==> config.mk <==
export PLATFORM = sky130hd
export DESIGN_NAME = mem_port_arbiter
export DESIGN_NICKNAME = d
export VERILOG_FILES = /design/src/rtl/mem_port_arbiter.sv
export SDC_FILE = /design/constraint.sdc
export NUM_CORES = 1
export LEC_CHECK = 0
export CAP_MARGIN = 20
export CORE_ASPECT_RATIO = 0.8
export CORE_MARGIN = 3
export CORE_UTILIZATION = 37
export CTS_BUF_LIST = sky130_fd_sc_hd__clkbuf_4 sky130_fd_sc_hd__clkbuf_8 sky130_fd_sc_hd__clkbuf_16
export DETAILED_ROUTE_END_ITERATION = 7
export PLACE_DENSITY = 0.95
export RECOVER_POWER = 25
export SETUP_SLACK_MARGIN = 0.05
export SYNTH_ARGS = -nofsm -noshare
export SYNTH_HDL_FRONTEND = slang
export SYNTH_SLANG_ARGS = --single-unit
==> constraint.sdc <==
create_clock -name clk -period 3 [get_ports clk]
set_clock_uncertainty 0.2 [all_clocks]
set_input_delay 0.6 -clock clk [delete_from_list [all_inputs] [get_ports clk]]
set_output_delay 0.6 -clock clk [all_outputs]
set_load 0.01 [all_outputs]
==> src/rtl/mem_port_arbiter.sv <==
// mem_port_arbiter: shares one unified cache port between instruction fetch
// and the load/store unit. One access is outstanding at a time. Data wins by
// default, and a starvation counter forces a fetch grant after STARVE_LIMIT
// consecutive data grants that were made while fetch was waiting.
module mem_port_arbiter #(
  parameter int unsigned ADDR_WIDTH   = 10,
  parameter int unsigned DATA_WIDTH   = 32,
  parameter int unsigned STARVE_LIMIT = 4
) (
  input  logic                  clk,
  input  logic                  resetn,
  // instruction fetch side
  input  logic                  if_req,
  input  logic [ADDR_WIDTH-1:0] if_addr,
  output logic                  if_gnt,
  output logic                  if_rvalid,
  output logic [DATA_WIDTH-1:0] if_rdata,
  // load/store side
  input  logic                  d_req,
  input  logic                  d_we,
  input  logic [ADDR_WIDTH-1:0] d_addr,
  input  logic [DATA_WIDTH-1:0] d_wdata,
  input  logic [3:0]            d_strobe,
  input  logic [2:0]            d_load_type,
  output logic                  d_gnt,
  output logic                  d_rvalid,
  output logic [DATA_WIDTH-1:0] d_rdata,
  // cache port
  output logic                  mem_req,
  output logic                  mem_we,
  output logic [ADDR_WIDTH-1:0] mem_addr,
  output logic [DATA_WIDTH-1:0] mem_wdata,
  output logic [3:0]            mem_strobe,
  output logic [2:0]            mem_load_type,
  input  logic                  mem_rvalid,
  input  logic [DATA_WIDTH-1:0] mem_rdata
);

  typedef enum logic [1:0] {
    S_IDLE  = 2'd0,
    S_ISSUE = 2'd1,
    S_WAIT  = 2'd2
  } state_t;

  localparam logic [3:0] LIMIT_C    = 4'(STARVE_LIMIT);
  localparam logic [2:0] LT_WORD    = 3'b100;
  localparam logic       OWNER_IF   = 1'b0;
  localparam logic       OWNER_DATA = 1'b1;

  state_t                r_state;
  state_t                w_next_state;
  logic                  r_owner;
  logic [3:0]            r_starve_cnt;
  logic                  r_mem_we;
  logic [ADDR_WIDTH-1:0] r_mem_addr;
  logic [DATA_WIDTH-1:0] r_mem_wdata;
  logic [3:0]            r_mem_strobe;
  logic [2:0]            r_mem_load_type;

  logic w_idle;
  logic w_limit_hit;
  logic w_if_win;
  logic w_d_win;
  logic w_resp;

  // Arbitration: only in IDLE; data wins unless fetch has been starved.
  always_comb begin
    w_idle      = (r_state == S_IDLE);
    w_limit_hit = (r_starve_cnt >= LIMIT_C);
    w_if_win    = w_idle && if_req && (!d_req || w_limit_hit);
    w_d_win     = w_idle && d_req && !(if_req && w_limit_hit);
    w_resp      = (r_state == S_WAIT) && mem_rvalid;
  end

  // Next-state logic for the IDLE -> ISSUE -> WAIT access sequence.
  always_comb begin
    w_next_state = r_state;
    unique case (r_state)
      S_IDLE:  if (w_if_win || w_d_win) w_next_state = S_ISSUE;
      S_ISSUE: w_next_state = S_WAIT;
      S_WAIT:  if (mem_rvalid) w_next_state = S_IDLE;
      default: w_next_state = S_IDLE;
    endcase
  end

  // State register.
  always_ff @(posedge clk or negedge resetn) begin
    if (!resetn) r_state <= S_IDLE;
    else         r_state <= w_next_state;
  end

  // Capture the winning request into the cache-port registers at the grant edge.
  always_ff @(posedge clk or negedge resetn) begin
    if (!resetn) begin
      r_owner         <= OWNER_IF;
      r_mem_we        <= 1'b0;
      r_mem_addr      <= '0;
      r_mem_wdata     <= '0;
      r_mem_strobe    <= '0;
      r_mem_load_type <= '0;
    end else if (w_d_win) begin
      r_owner         <= OWNER_DATA;
      r_mem_we        <= d_we;
      r_mem_addr      <= d_addr;
      r_mem_wdata     <= d_wdata;
      r_mem_strobe    <= d_strobe;
      r_mem_load_type <= d_load_type;
    end else if (w_if_win) begin
      r_owner         <= OWNER_IF;
      r_mem_we        <= 1'b0;
      r_mem_addr      <= if_addr;
      r_mem_strobe    <= 4'b1111;
      r_mem_load_type <= LT_WORD;
    end
  end

  // Starvation counter: counts data grants made while fetch was waiting.
  always_ff @(posedge clk or negedge resetn) begin
    if (!resetn) begin
      r_starve_cnt <= '0;
    end else if (w_if_win) begin
      r_starve_cnt <= '0;
    end else if (w_d_win && if_req && (r_starve_cnt < LIMIT_C)) begin
      r_starve_cnt <= r_starve_cnt + 4'd1;
    end
  end

  // Outputs: grants, single-cycle access strobe, response routing to owner.
  always_comb begin
    if_gnt        = w_if_win;
    d_gnt         = w_d_win;
    mem_req       = (r_state == S_ISSUE);
    mem_we        = r_mem_we;
    mem_addr      = r_mem_addr;
    mem_wdata     = r_mem_wdata;
    mem_strobe    = r_mem_strobe;
    mem_load_type = r_mem_load_type;
    if_rvalid     = w_resp && (r_owner == OWNER_IF);
    d_rvalid      = w_resp && (r_owner == OWNER_DATA);
    if_rdata      = if_rvalid ? mem_rdata : '0;
    d_rdata       = d_rvalid  ? mem_rdata : '0;
  end

endmodule

==> impl.org <==
** Worst setup path
- The startpoint identified for the worst register-to-register timing path is r_state[1].
- For flop-to-flop paths, the worst setup slack is about 940 ps.
- Worst path bufs/invs :: 3
- By instance count, the cell type seen most on the critical path is sky130_fd_sc_hd__clkdlybuf4s50_1.
- Worst EP arrival :: roughly 2100 ps
- CP startpoint kind :: input port
- The worst setup path is of the in2out kind.
- Family with the most delay on the worst path :: buffers and inverters
- On the worst path, the slowest cell contributes a delay of around 540 ps.
- The critical path goes through clkdlybuf4s50_1, and4bb_2, buf_12, clkdlybuf4s50_1.
- Crit Reg-Reg Endpoint :: mem_wdata[30]
- Critical Path Sink Type :: output pin
- Launch point of the critical path :: mem_rvalid
- Counting cells, the worst reg-to-reg path comes to 4.
- Data on the critical path is required at its endpoint by between 2000 and 2500 ps.
- In this run the worst path has a maximum fanout of 17.
- The largest individual stage delay along the critical path comes from the cell sky130_fd_sc_hd__clkdlybuf4s50_1.

** Detailed routing
- After detailed routing, the number of remaining DRC violations is 0.
- Routed wire length :: 9550 um
- The detail route stage leaves a number of antenna-violating nets equal to 0.
- The detailed router finished its first iteration with between 100 and 150 violations.
- Via count :: approximately 2700
- Via-per-instance ratio :: roughly 4.8
- In the final routed layout, each cell accounts on average for ~17 um.
- Pre-Repair DR Iteration Count :: 4

** Die
- The die is between 80 and 90 um tall.
- Row Count :: 28
- The region available for standard cell placement spans about 7500 sq um.
- Die area :: approximately 9000 sq um
- In this run the count of I/O pins placed on the die edge is ~220.
- For this configuration, the core starts out at a cell density of 0.387.
- The die is 105 um wide.

** GRT
- In the global route stage, met3 resource usage came out at 0.0548.
- Peak-usage layer in the global routing report :: met2
- The number of antenna violations at the first check in global routing is 0.
- Entering global routing, the biggest net connects 50 pins.
- For met2 alone, demand over resource in global routing was 0.402.
- The via count of the first global-routing pass was 2923.
- Wire length of the first global-routing pass :: between 10000 and 15000 um
- In the global route stage, met1 resource usage came out at 0.229.
- GRT Residual Overflow :: 0
- Global-route usage over all layers :: 0.212

** STA
- The tightest hold path in the finished design has a slack of approximately 290 ps.
- Dividing the final minimum period by the clock period gives 0.967.
- Timing would allow up to 0.345 GHz.
- Post-route worst setup slack :: ~100 ps
- Final setup fails :: 0
- Setup repair after global routing left no endpoint under its margin.
- Clock period minus final worst setup slack :: between 2000 and 3000 ps
- After routing, the total negative slack on setup checks comes to 0 ps.
- Final-report max-slew violation count :: 37
- Actual slew at the worst max-slew pin :: ~1800 ps
- Measured against its own limit, the worst slew margin works out to -0.230.
- Final hold violations :: 0

** Yosys
- After synthesis the cells add up to approximately 2900 sq um.
- In this run, synthesis produced a sequential element count of 57.
- Per-instance average area after synthesis :: around 12 sq um
- Of the total synthesized cell area, the portion taken by full adders, half adders and majority gates is 0.00429.
- The compound-gate portion of the synthesized area is 0.115.
- Area contributors post-synth :: sky130_fd_sc_hd__dfrtp_1 49%, sky130_fd_sc_hd__mux2_4 15%, sky130_fd_sc_hd__and2_1 14%
- Share of cell area taken by muxes after synthesis :: 0.161
- Area fraction of the dominant cell type after synthesis :: 0.489
- Warning count from the yosys run :: 0
- Synthesized Nets :: 343
- Xor/xnor cell area share of the yosys netlist :: 0
- Unique cell type count in the Yosys netlist :: 31
- Share of the yosys chip area belonging to registers :: 0.489
- Synthesis produced a netlist whose cell count is around 250.
- The synthesized design spends more area on one cell type than any other, namely sky130_fd_sc_hd__dfrtp_1.
- Combinational family with the most area after synthesis :: simple AND/OR/NAND/NOR gates
- Simple-gate share of the synthesized area :: 0.176

** CTS
- Clock latency on the worst-skew pair :: approximately 320 ps
- Clock-pin slew was measured on the worst setup and hold paths at roughly 60 ps.
- CTS Sinks :: 57
- Counting along the longest clock path gives a buffer depth of 2.
- In this run the number of H-tree levels came out at 3.
- Total CTS buffers :: 9
- Cell at the root of the clock tree :: sky130_fd_sc_hd__clkbuf_8
- CTS hold repair buffers :: 0
- CTS tree :: yes

** Hold path
- Min-delay worst type :: reg2reg
- Worst Hold Endpoint :: mem_load_type[2]
- In this run the most critical hold path is launched from mem_load_type[2].
- Counting instances, the worst hold path has a depth of 1.

** Cells and area
- The repair_antennas step left the layout with diodes totalling 0.
- Layout cells sized above 1 :: 0.132
- After routing the design area is about 5300 sq um.
- Once layout is complete, the utilization of the core stands at 0.708.
- At the end of the flow, the number of nets in the layout was around 560.
- From synthesis to final layout, the design area changed by 83.1%.

** Pwr
- In this run the power density over the cells is ~800 nW/um^2.
- For this design the static power due to leakage is ~0.0026 uW.
- The worst-case IR drop observed on VDD is about 0.00052 V.

** Placed design
- Once placement finished, the instance area stood at 5190 sq um.
- At the end of routability-driven placement, the weighted congestion stood at 0.875.
- Post-placement worst setup slack :: -50.5 ps
- Port-buffer cells :: 215
- Half-perimeter wire length of the detailed placement result :: 7570 um

** Outcome
- Run status :: complete, but fails checks
- The final reports fail on max-capacitance violations, max-slew violations.

** Flow run
- Across the run, the number of max-cap violations was 1.
## cell type report
class	count	area [sq um]
repair buffers	226	2200
fillers	559	2200
flip-flops and latches	57	1430
multi-input cells	157	1330
clock buffers	12	165
well taps	105	131
inverters	15	56.3
clock inverters	4	26.3
## per-stage QoR
step,power (uW),std cells
global placement,3580,559
detailed placement,3660,559
CTS,4310,576
floorplan,2460,245
global route,4520,576
finish,4260,576
## power breakdown
part	switching [uW]	internal [uW]
combinational	863	1350
sequential	242	1140
clock	300	365
total	1400	2850
## layout by cell type (no fill, tap or decap)
cell type / n
sky130_fd_sc_hd__nor3b_1: 1
sky130_fd_sc_hd__nor2_4: 1
sky130_fd_sc_hd__buf_4: 6
sky130_fd_sc_hd__o21ai_0: 12
sky130_fd_sc_hd__and2_1: 65
sky130_fd_sc_hd__a32o_1: 1
sky130_fd_sc_hd__a21oi_2: 1
sky130_fd_sc_hd__dfrtp_1: 57
sky130_fd_sc_hd__nor2b_1: 1
sky130_fd_sc_hd__a22o_1: 3
sky130_fd_sc_hd__o22a_1: 5
sky130_fd_sc_hd__inv_1: 14
sky130_fd_sc_hd__ha_1: 1
sky130_fd_sc_hd__nand2_1: 1
sky130_fd_sc_hd__mux2_4: 29
sky130_fd_sc_hd__clkinv_1: 1
sky130_fd_sc_hd__clkbuf_1: 3
sky130_fd_sc_hd__nor2_1: 3
sky130_fd_sc_hd__and4bb_2: 1
sky130_fd_sc_hd__and4b_1: 1
sky130_fd_sc_hd__clkbuf_8: 12
sky130_fd_sc_hd__o211ai_1: 10
sky130_fd_sc_hd__clkinv_4: 1
sky130_fd_sc_hd__clkinvlp_4: 1
sky130_fd_sc_hd__bufbuf_16: 1
sky130_fd_sc_hd__dlygate4sd2_1: 57
sky130_fd_sc_hd__mux2_1: 3
sky130_fd_sc_hd__o31ai_1: 1
sky130_fd_sc_hd__a31oi_1: 1
sky130_fd_sc_hd__clkdlybuf4s50_1: 149
sky130_fd_sc_hd__buf_12: 2
sky130_fd_sc_hd__or3b_1: 1
sky130_fd_sc_hd__clkdlybuf4s15_1: 8
sky130_fd_sc_hd__or2_2: 3
sky130_fd_sc_hd__clkinv_2: 2
sky130_fd_sc_hd__o2111ai_1: 10
sky130_fd_sc_hd__o21ai_2: 1
sky130_fd_sc_hd__nand3_4: 1
## cell families (layout without fill, tap and decap cells)
group           Yosys count  count (layout)
compound gates           45              45
fa+ha+maj                 1               1
buf+inv                  31             257
flops                    57              57
mux                      32              32
simple gates             79              79
## flip-flops by register name, summed over array words and instances (netlist names)
register,count
mem_strobe,4
r_state,2
mem_we,1
mem_wdata,32
r_owner,1
mem_load_type,3
r_starve_cnt,4
mem_addr,10
## synthesized netlist by cell type (all sizes together)
library cell and n:
mux2 32, o211ai 10, clkbuf 7, and4b 1, a21oi 1, nor3b 1, ha 1, nor2b 1
a31oi 1, a22o 3, o31ai 1, a32o 1, o2111ai 10, dfrtp 57, o21ai 13, inv 14
clkinv 1, buf 9, or3b 1, and4bb 1, nand3 1, and2 65, nor2 4, nand2 1
or2 3, o22a 5
## worst max-delay path by stage
stage	end	slack [ps]	cells past startpoint
after detailed placement	d_rdata[11]	-50	5
after floorplan	if_gnt	860	3
after CTS	if_rvalid	90	4
after global placement	d_rdata[11]	-10	5
after global routing	if_rdata[9]	50	5
final	if_rvalid	100	4
## per-layer routing
layer / routed length [um] / part of all wire
met3: 783 / 0.082
met5: 0 / 0
met1: 3490 / 0.37
met2: 5130 / 0.54
met4: 144 / 0.015
## timing repair
item | in CTS | in global routing
pin swaps | 1 | 0
setup endpoints to repair | 65 | 8
setup buffers | 0 | 0
gates resized for setup | 65 | 8
cloned | 1 | 0
endpoints found under the hold margin | 0 | 0
## worst register-to-register path: stages (launching register included)
cell and delay, ps:
sky130_fd_sc_hd__dfrtp_1 480, sky130_fd_sc_hd__nor2_4 130, sky130_fd_sc_hd__nand3_4 100, sky130_fd_sc_hd__buf_4 580, sky130_fd_sc_hd__mux2_1 440
No activity file was read; power rests on OpenSTA's default activity.
